## config.mk

```make
export PLATFORM = sky130hd
export DESIGN_NAME = mult_div_hilo_flat
export DESIGN_NICKNAME = d
export VERILOG_FILES = /design/src/rtl/mult_div_hilo_if.sv /design/src/rtl/mult_div_hilo.sv /design/src/flat_wrapper.sv
export SDC_FILE = /design/constraint.sdc
export NUM_CORES = 1
export LEC_CHECK = 0
export CAP_MARGIN = 20
export CORE_MARGIN = 2
export CORE_UTILIZATION = 57
export DETAILED_ROUTE_END_ITERATION = 6
export PLACE_DENSITY_LB_ADDON = 0.12
export SETUP_SLACK_MARGIN = 0.3
export SKIP_CTS_REPAIR_TIMING = 1
export SLEW_MARGIN = 20
export SYNTH_ARGS = -nofsm -noshare
export SYNTH_HDL_FRONTEND = slang
export SYNTH_SLANG_ARGS = --single-unit
```

## constraint.sdc

```tcl
create_clock -name clk -period 7.11 [get_ports clk]
set_clock_uncertainty 0.05 [all_clocks]
set_input_delay 1.422 -clock clk [delete_from_list [all_inputs] [get_ports clk]]
set_output_delay 1.422 -clock clk [all_outputs]
set_load 0.05 [all_outputs]
```

## src/rtl/mult_div_hilo_if.sv

```systemverilog
// Request/result bundle between EX and the HI/LO multiply/divide unit.
// master drives i_Start/i_Op/i_RS/i_RT; slave drives o_HI/o_LO/o_Busy/o_Done.
interface mult_div_hilo_if #(
  parameter int NBITS  = 32,
  parameter int OPBITS = 3
);
  logic              i_Start;
  logic [OPBITS-1:0] i_Op;
  logic [NBITS-1:0]  i_RS;
  logic [NBITS-1:0]  i_RT;
  logic [NBITS-1:0]  o_HI;
  logic [NBITS-1:0]  o_LO;
  logic              o_Busy;
  logic              o_Done;

  modport master (
    output i_Start, i_Op, i_RS, i_RT,
    input  o_HI, o_LO, o_Busy, o_Done
  );

  modport slave (
    input  i_Start, i_Op, i_RS, i_RT,
    output o_HI, o_LO, o_Busy, o_Done
  );
endinterface

```

## src/rtl/mult_div_hilo.sv

```systemverilog
// Iterative MULT/MULTU/DIV/DIVU with HI/LO and MTHI/MTLO for the EX stage.
// Ports: clk, reset (async active-low), bus (mult_div_hilo_if.slave).
// Optional MULTDIV_FAST_MULT_EN: single-cycle array multiply (IDLE->FIX).
module mult_div_hilo #(
  parameter int NBITS  = 32,
  parameter int OPBITS = 3
) (
  input logic            clk,
  input logic            reset,
  mult_div_hilo_if.slave bus
);

  localparam int CW = $clog2(NBITS + 1);

  localparam logic [1:0] S_IDLE = 2'b00;
  localparam logic [1:0] S_CALC = 2'b01;
  localparam logic [1:0] S_FIX  = 2'b10;

  localparam logic [OPBITS-1:0] OP_MULT  = OPBITS'(0);
  localparam logic [OPBITS-1:0] OP_MULTU = OPBITS'(1);
  localparam logic [OPBITS-1:0] OP_DIV   = OPBITS'(2);
  localparam logic [OPBITS-1:0] OP_DIVU  = OPBITS'(3);
  localparam logic [OPBITS-1:0] OP_MTHI  = OPBITS'(4);
  localparam logic [OPBITS-1:0] OP_MTLO  = OPBITS'(5);

  logic [1:0]       r_State;
  logic [CW-1:0]    r_Cnt;
  logic [NBITS-1:0] r_Acc;
  logic [NBITS-1:0] r_Q;
  logic [NBITS-1:0] r_M;
  logic             r_IsDiv;
  logic             r_NegA;
  logic             r_NegB;
  logic             r_DivZero;
  logic [NBITS-1:0] r_HI;
  logic [NBITS-1:0] r_LO;
  logic             r_Done;

  logic             w_Idle;
  logic             w_IsMult;
  logic             w_IsDiv;
  logic             w_Signed;
  logic             w_MtHi;
  logic             w_MtLo;
  logic             w_RsNeg;
  logic             w_RtNeg;
  logic [NBITS-1:0] w_RsMag;
  logic [NBITS-1:0] w_RtMag;

  logic [NBITS:0]   w_MulSum;
  logic [NBITS:0]   w_Shift;
  logic             w_Ge;
  logic [NBITS-1:0] w_Sub;

  logic [2*NBITS-1:0] w_Prod;
  logic [2*NBITS-1:0] w_ProdFix;
  logic [NBITS-1:0]   w_QuoFix;
  logic [NBITS-1:0]   w_RemFix;

  assign w_Idle = (r_State == S_IDLE);

  always_comb begin
    w_IsMult = 1'b0;
    w_IsDiv  = 1'b0;
    w_Signed = 1'b0;
    w_MtHi   = 1'b0;
    w_MtLo   = 1'b0;
    case (bus.i_Op)
      OP_MULT: begin
        w_IsMult = 1'b1;
        w_Signed = 1'b1;
      end
      OP_MULTU: w_IsMult = 1'b1;
      OP_DIV: begin
        w_IsDiv  = 1'b1;
        w_Signed = 1'b1;
      end
      OP_DIVU: w_IsDiv = 1'b1;
      OP_MTHI: w_MtHi = 1'b1;
      OP_MTLO: w_MtLo = 1'b1;
      default: ;
    endcase
  end

  assign w_RsNeg = w_Signed & bus.i_RS[NBITS-1];
  assign w_RtNeg = w_Signed & bus.i_RT[NBITS-1];
  assign w_RsMag = w_RsNeg ? -bus.i_RS : bus.i_RS;
  assign w_RtMag = w_RtNeg ? -bus.i_RT : bus.i_RT;

  // Multiply: {r_Acc,r_Q} shifts right; r_Q starts as multiplier.
  assign w_MulSum = {1'b0, r_Acc}
                  + (r_Q[0] ? {1'b0, r_M} : '0);

  // Divide: {r_Acc,r_Q} shifts left; r_Acc is the partial remainder.
  // A kept remainder is always below the divisor, so it fits NBITS.
  assign w_Shift = {r_Acc, r_Q[NBITS-1]};
  assign w_Ge    = (w_Shift >= {1'b0, r_M});
  assign w_Sub   = w_Shift[NBITS-1:0] - r_M;

  assign w_Prod    = {r_Acc, r_Q};
  assign w_ProdFix = (r_NegA ^ r_NegB) ? -w_Prod : w_Prod;
  assign w_QuoFix  = (r_NegA ^ r_NegB) ? -r_Q : r_Q;
  // By zero, the remainder ends up as the dividend magnitude,
  // so restoring its sign yields the original rs.
  assign w_RemFix  = r_NegA ? -r_Acc : r_Acc;

  always_ff @(posedge clk or negedge reset) begin
    if (!reset) begin
      r_State   <= S_IDLE;
      r_Cnt     <= '0;
      r_Acc     <= '0;
      r_Q       <= '0;
      r_M       <= '0;
      r_IsDiv   <= 1'b0;
      r_NegA    <= 1'b0;
      r_NegB    <= 1'b0;
      r_DivZero <= 1'b0;
      r_HI      <= '0;
      r_LO      <= '0;
      r_Done    <= 1'b0;
    end else begin
      r_Done <= 1'b0;
      unique case (1'b1)
        (r_State == S_IDLE): begin
          if (bus.i_Start && (w_IsMult || w_IsDiv)) begin
            r_IsDiv   <= w_IsDiv;
            r_NegA    <= w_RsNeg;
            r_NegB    <= w_RtNeg;
            r_DivZero <= w_IsDiv && (bus.i_RT == '0);
            r_M       <= w_IsMult ? w_RsMag : w_RtMag;
            r_Cnt     <= CW'(NBITS);
`ifdef MULTDIV_FAST_MULT_EN
            if (w_IsMult) begin
              {r_Acc, r_Q} <= (2*NBITS)'(w_RsMag)
                            * (2*NBITS)'(w_RtMag);
              r_State <= S_FIX;
            end else begin
              r_Acc   <= '0;
              r_Q     <= w_RsMag;
              r_State <= S_CALC;
            end
`else
            r_Acc   <= '0;
            r_Q     <= w_IsMult ? w_RtMag : w_RsMag;
            r_State <= S_CALC;
`endif
          end else if (bus.i_Start && w_MtHi) begin
            r_HI <= bus.i_RS;
          end else if (bus.i_Start && w_MtLo) begin
            r_LO <= bus.i_RS;
          end
        end
        (r_State == S_CALC): begin
          if (r_IsDiv) begin
            r_Acc <= w_Ge ? w_Sub : w_Shift[NBITS-1:0];
            r_Q   <= {r_Q[NBITS-2:0], w_Ge};
          end else begin
            r_Acc <= w_MulSum[NBITS:1];
            r_Q   <= {w_MulSum[0], r_Q[NBITS-1:1]};
          end
          r_Cnt <= r_Cnt - 1'b1;
          if (r_Cnt == CW'(1)) r_State <= S_FIX;
        end
        (r_State == S_FIX): begin
          if (r_IsDiv) begin
            r_HI <= w_RemFix;
            r_LO <= r_DivZero ? '1 : w_QuoFix;
          end else begin
            {r_HI, r_LO} <= w_ProdFix;
          end
          r_Done  <= 1'b1;
          r_State <= S_IDLE;
        end
        default: r_State <= S_IDLE;
      endcase
    end
  end

  assign bus.o_HI   = r_HI;
  assign bus.o_LO   = r_LO;
  assign bus.o_Busy = !w_Idle;
  assign bus.o_Done = r_Done;

endmodule

```

## src/flat_wrapper.sv

```systemverilog
// flat-port wrapper written by rule: the top's interface ports become plain ports
module mult_div_hilo_flat 
#(
  parameter int NBITS  = 32,
  parameter int OPBITS = 3
)
  (clk, reset, bus_i_Start, bus_i_Op, bus_i_RS, bus_i_RT, bus_o_HI, bus_o_LO, bus_o_Busy, bus_o_Done);
  mult_div_hilo_if #(.NBITS(NBITS), .OPBITS(OPBITS)) bus_i ();
  input logic clk;
  input logic reset;
  input wire logic [$bits(bus_i.i_Start)-1:0] bus_i_Start;
  input wire logic [$bits(bus_i.i_Op)-1:0] bus_i_Op;
  input wire logic [$bits(bus_i.i_RS)-1:0] bus_i_RS;
  input wire logic [$bits(bus_i.i_RT)-1:0] bus_i_RT;
  output wire logic [$bits(bus_i.o_HI)-1:0] bus_o_HI;
  output wire logic [$bits(bus_i.o_LO)-1:0] bus_o_LO;
  output wire logic [$bits(bus_i.o_Busy)-1:0] bus_o_Busy;
  output wire logic [$bits(bus_i.o_Done)-1:0] bus_o_Done;
  assign bus_i.i_Start = bus_i_Start;
  assign bus_i.i_Op = bus_i_Op;
  assign bus_i.i_RS = bus_i_RS;
  assign bus_i.i_RT = bus_i_RT;
  assign bus_o_HI = bus_i.o_HI;
  assign bus_o_LO = bus_i.o_LO;
  assign bus_o_Busy = bus_i.o_Busy;
  assign bus_o_Done = bus_i.o_Done;
  mult_div_hilo #(.NBITS(NBITS), .OPBITS(OPBITS)) u_core (.clk(clk), .reset(reset), .bus(bus_i));
endmodule
```

# Word-level counts from Yosys, hierarchy flattened
# Cells that the tools add are included.
[word_totals] register_bits=173 latchBits=0 ramBits=0 mem_bits_ro=0 elab_cells=93 n_memories=0
[op_classes] n_addsub=8 n_mul=0 n_div=0 order_cmp=1 n_eq_ne=14 shift=0 mux=36 n_bitwise=3 n_reduce_logical=19
[op_table] operator="2-to-1 mux 32 bit" count=20
[op_table] operator="one-hot mux 32 bit (2 select lines)" count=4
[op_table] operator="negator 32 bit" count=4
[op_table] operator="2-to-1 mux 64 bit" count=1
[op_table] operator="negator 64 bit" count=1
[op_table] operator="adder 32 x 33 -> 33 bit" count=1
[op_table] operator=">= comparator 33 x 32 -> 1 bit" count=1
[op_table] operator="logical NOT 32 bit" count=1
[op_table] operator="subtractor 32 bit" count=1
[op_table] operator="!= test 2 bit (second input constant)" count=6
[op_table] operator="one-hot mux 6 bit (2 select lines)" count=1
[op_table] operator="== test 3 x 2 -> 1 bit (second input constant)" count=2
[op_table] operator="== test 3 bit (second input constant)" count=2
[op_table] operator="== test 6 x 1 -> 1 bit (second input constant)" count=1
[op_table] operator="2-to-1 mux 1 bit" count=6
[op_table] operator="2-to-1 mux 6 bit" count=1
[op_table] operator="AND reduction 2 bit" count=3
[op_table] operator="OR reduction 2 bit" count=3
[op_table] operator="subtractor 6 x 1 -> 6 bit (second input constant)" count=1
[op_table] operator="logical AND 1 bit" count=4
[op_table] operator="2-to-1 mux 2 bit" count=2
[op_table] operator="one-hot mux 2 bit (2 select lines)" count=1
[op_table] operator="AND reduction 4 bit" count=1
[op_table] operator="nonzero test 2 bit" count=2
[op_table] operator="other kinds (10)" count=11

# Longest topological paths before layout
[logic_depth] ltp_word=8 depth_mapped=15 depth_no_buf=13

# Least setup slack after synthesis
# OpenSTA, ideal clock, no wires.
[synth_path] path_kind="input to register" startpoint="in bus_i_RT[1]" endpoint="reg u_core.r_Q[28]" setup_time_ps=120 arrival_ps=3599 slack_ps=3341 cell_stages=10 path_cell_list="inv_1 -> ha_1 -> or3b_2 -> nor4_1 -> nand2_1 -> nor4_4 -> a21oi_1 -> xnor2_1 -> nand2_1 -> a31o_2"
[synth_between] elab_chain_cells=5
[synth_rtl] item="start, declared" line_no="flat_wrapper.sv:14" source="input wire logic [$bits(bus_i.i_RT)-1:0] bus_i_RT;"
[synth_rtl] item="negator 32 bit" line_no="mult_div_hilo.sv:88" source="assign w_RtMag = w_RtNeg ? -bus.i_RT : bus.i_RT;"
[synth_rtl] item="2-to-1 mux 32 bit" line_no="mult_div_hilo.sv:88"
[synth_rtl] item="2-to-1 mux 32 bit" line_no="mult_div_hilo.sv:144" source="r_Q <= w_IsMult ? w_RtMag : w_RsMag;"
[synth_rtl] item="2-to-1 mux 32 bit" line_no="mult_div_hilo.sv:125" source="if (bus.i_Start && (w_IsMult || w_IsDiv)) begin"
[synth_rtl] item="one-hot mux 32 bit (2 select lines)" line_no="mult_div_hilo.sv:123" source="unique case (1'b1)"
[synth_rtl] item="end signal, assigned" line_no="mult_div_hilo.sv:144"
[synth_rtl] item="end signal, assigned" line_no="mult_div_hilo.sv:156" source="r_Q <= {r_Q[NBITS-2:0], w_Ge};"
[synth_rtl] item="end signal, assigned" line_no="mult_div_hilo.sv:159" source="r_Q <= {w_MulSum[0], r_Q[NBITS-1:1]};"
[synth_rtl] item="end, declared" line_no="mult_div_hilo.sv:29" source="logic [NBITS-1:0] r_Q;"
# No other way between the ends. The select of a mux whose other input is x is not followed.
# A chain may end at the register's enable or synchronous reset.

# Worst setup path in the final report
[layout_path] startpoint="reg u_core.r_Q[0]" endpoint="reg u_core.r_Acc[30]"
[layout_between] elab_chain_cells=4
[layout_rtl] item="2-to-1 mux 32 bit" line_no="mult_div_hilo.sv:92" source="+ (r_Q[0] ? {1'b0, r_M} : '0);"
[layout_rtl] item="adder 32 x 33 -> 33 bit" line_no="mult_div_hilo.sv:92"
[layout_rtl] item="2-to-1 mux 32 bit" line_no="mult_div_hilo.sv:154" source="if (r_IsDiv) begin"
[layout_rtl] item="one-hot mux 32 bit (2 select lines)" line_no="mult_div_hilo.sv:123"
[layout_rtl] item="end signal, assigned" line_no="mult_div_hilo.sv:155" source="r_Acc <= w_Ge ? w_Sub : w_Shift[NBITS-1:0];"
[layout_rtl] item="end signal, assigned" line_no="mult_div_hilo.sv:158" source="r_Acc <= w_MulSum[NBITS:1];"
[layout_rtl] item="end, declared" line_no="mult_div_hilo.sv:28" source="logic [NBITS-1:0] r_Acc;"
# No other way between the ends.

==> impl_metrics.toml <==
[detailed_routing]
drt_iter0_drc = 1500
vias = 14884
via_per_inst = 6.48
detail-route-antenna-nets = 0
avgRoutedWirePerCell_microns = 21.0
drtPass1Iterations = 6
routed_wl_mm = 48.1
drc = 0

[worst_setup_path]
crit_required_ns = 7.41
rrSetupSlack_ns = 2.59
slowest_delay_ns = 0.84
worst_setup_path_start_kind = "flip-flop"
crit_end = "u_core.r_Acc[30]$_DFFE_PN0P_"
crit_start = "u_core.r_Q[0]$_DFFE_PN0P_"
crit_slowest_cell = "inv_1"
cp_num_cells = 12
crit_family = "compound AO/OA/AOI/OAI gates"
crit_arrival_ns = 4.82
worstReg2RegStart = "u_core.r_Q[0]$_DFFE_PN0P_"
worstRegToRegCells = 12
cp-end-kind = "flip-flop"
crit_buf_inv = 1
crit_path_cell_trace = "inv_1 > nor2_1 > ha_1 > a2111oi_2 > o21ai_1 > a221o_1 > a2111oi_4 > nor2_2 > a41oi_1 > o41ai_1 > xnor2_1 > a311oi_1"
crit_type = "flip-flop to flip-flop"
path_max_fanout = 31
r2r-end = "u_core.r_Acc[30]$_DFFE_PN0P_"

[placed_design]
place_area_sq_mm = 0.0165
dp_hpwl_mm = 35.7
gp_congestion = 1.02
portBuffers = 135
dpl.cell_count = 2263
place_ws_ns = 2.33

[global_route]
use_met2_pct = 52.5
antenna_found_initial = 2
grt.met1_usage_pct = 48.5
grt_max_degree = 97
grt_usage_pct = 34.1
grt-busiest-layer = "met2"
grt_pass1_wl_mm = 75.9
grt_overflow_total = 0
grt_pass1_vias = 13814
use_met3_pct = 5.63

[synthesis]
yosysTopAreaCellShare_pct = 28.7
ys_types = 80
synthArstFlopShare_pct = 100
synthFlopType = "dfrtp_1"
yosysSeqAreaShare_pct = 28.7
ys_warn_count = 0
synth_nets = 2041
synth_edf_count = 0
synthTopCellsByArea = "dfrtp_1 (29%), o21ai_0 (6.3%), xnor2_1 (5.9%)"
synthCells = 1899
synth_area_per_cell_sq_um = 7.94
synth_area_sq_mm = 0.0151
ys_seq_elements = 173
yosysTopAreaCell = "dfrtp_1"

[layout]
syn2layout_area_growth_pct = 13.6
final_cells = 2296
post-route-util_pct = 65.9
fin_nets = 2089
layout-drive-gt1-share_pct = 5.20
design_area_sq_mm = 0.0171

[sta]
min_period_ns = 4.52
hold_ws_ns = 0.428
setup_violations = 0
maxSlewHeadroom_pct = 24.5
tightest_slew_ns = 1.10
slew_violations = 0
rsz0062_at_grt = "false"
setup-tns-final_ns = 0
setup_ws_ns = 2.59
period_share_pct = 63.6
finalHoldViolCount = 0
max_freq_mhz = 221

[floorplan]
fp.dieW_microns = 167
core_area_sq_mm = 0.0260
io_pins = 136
start_util_pct = 58.0
rows = 59
dieArea_sq_mm = 0.0278
die_h_microns = 167

[clocking]
cts_sinks = 173
cts_made_buffers = 17
h-tree-depth = 4
clock_latency_ns = 0.44
root_buffer = "clkbuf_16"
cts_buffer_depth = 2
tritoncts = "done"
clk_pin_slew_ns = 0.08

[power]
p_leak_nw = 7.03
total_power_mw = 9.87
p_per_area_mw_per_mm2 = 577
ir_drop_uv = 314

[status]
status = "finished, final reports clean"

[worst_hold_path]
hold_class = "flip-flop to flip-flop"

[job]
cap_violations = 0
flip-flops by register name, indices dropped and copies added, names as in the netlist:
name / flops
u_core.r_Acc: 32
u_core.r_Cnt: 6
u_core.r_State: 2
u_core.r_DivZero: 1
u_core.bus.o_LO: 32
u_core.r_NegA: 1
u_core.bus.o_Done: 1
u_core.r_IsDiv: 1
u_core.r_NegB: 1
u_core.r_Q: 32
u_core.bus.o_HI: 32
u_core.r_M: 32
metal layers:
layer / vias to the layer above / part of all wire (%)
met1: 6988 / 43
li1: 7001 / -
met4: 2 / 3.8
met2: 758 / 44
met5: - / 0.017
met3: 135 / 9.1
worst min-delay path: cells and delay by family, from the launching register on:
family,cells,cell delay (ns)
flops,1,0.34
compound gates,1,0.06
simple gates,1,0.04
area by class of cell:
class                   count  area [sq um]
inverters                  68           255
well taps                 335           419
flip-flops and latches    173          4330
diodes                      1          2.50
repair buffers            152          1480
clock inverters            13           156
multi-input cells        1535         10000
fillers                  2254          8860
clock buffers              19           433
cell usage after synthesis (all sizes together) (9+ instances only):
cell / instances
or2: 10
o221ai: 37
nor2b: 18
buf: 22
a21oi: 134
a211oi: 15
o31ai: 21
nand2b: 12
clkbuf: 101
and2: 13
dfrtp: 173
nand4: 9
inv: 67
nor4: 21
o211ai: 24
nor2: 143
mux2i: 72
or3: 12
ha: 70
or4: 13
a21o: 35
nand3: 51
xor2: 74
o22ai: 35
o41ai: 15
nor3: 32
o21ai: 199
nand2: 234
a31oi: 16
xnor2: 102
o21a: 11
placed cells by master (no fill, tap or decap), types with 21 or more instances in the layout:
master,instances
o221ai_1,37
xor2_1,74
nor2_1,141
nand2_1,233
nand3_1,51
a21o_1,35
o22ai_1,35
xnor2_1,102
clkdlybuf4s50_1,134
o211ai_1,24
ha_1,70
nor3_1,30
a21oi_1,134
inv_1,67
mux2i_1,72
o21ai_0,189
dfrtp_1,172
o31ai_1,21
cells by family (layout without fill, tap and decap cells):
kind of cell / after synthesis / in the layout / share of synthesized area [%]
AOI/OAI and AO/OA: 615 / 615 / 26.3
adders and majority gates: 72 / 72 / 6.08
DFF: 173 / 173 / 28.7
muxes: 77 / 77 / 5.16
other: 0 / 1 / 0
and+or+nand+nor: 595 / 595 / 18.7
buffers and inverters: 191 / 252 / 4.86
xor gates and xnor gates: 176 / 176 / 10.2
power breakdown:
part	switching, mW	leakage [nW]	internal [mW]
logic	4.05	4.64	2.70
registers	0.676	2.10	1.48
clock network	0.438	0.287	0.529
worst min-delay path by stage:
stage | endpoint | start | depth (start not counted) | slack (ns)
2_1_floorplan | u_core.r_DivZero$_DFFE_PN0P_ | u_core.r_DivZero$_DFFE_PN0P_ | 2 | 0.39
3_3_place_gp | u_core.bus.o_LO[15]$_DFFE_PN0P_ | u_core.bus.o_LO[15]$_DFFE_PN0P_ | 2 | 0.41
3_5_place_dp | u_core.bus.o_LO[17]$_DFFE_PN0P_ | u_core.bus.o_LO[17]$_DFFE_PN0P_ | 2 | 0.42
4_1_cts | u_core.bus.o_LO[17]$_DFFE_PN0P_ | u_core.bus.o_LO[17]$_DFFE_PN0P_ | 2 | 0.44
5_1_grt | u_core.bus.o_LO[9]$_DFFE_PN0P_ | u_core.bus.o_LO[9]$_DFFE_PN0P_ | 2 | 0.46
6_report | u_core.bus.o_LO[2]$_DFFE_PN0P_ | u_core.bus.o_LO[2]$_DFFE_PN0P_ | 2 | 0.43
No activity file was read; power rests on OpenSTA's default activity.
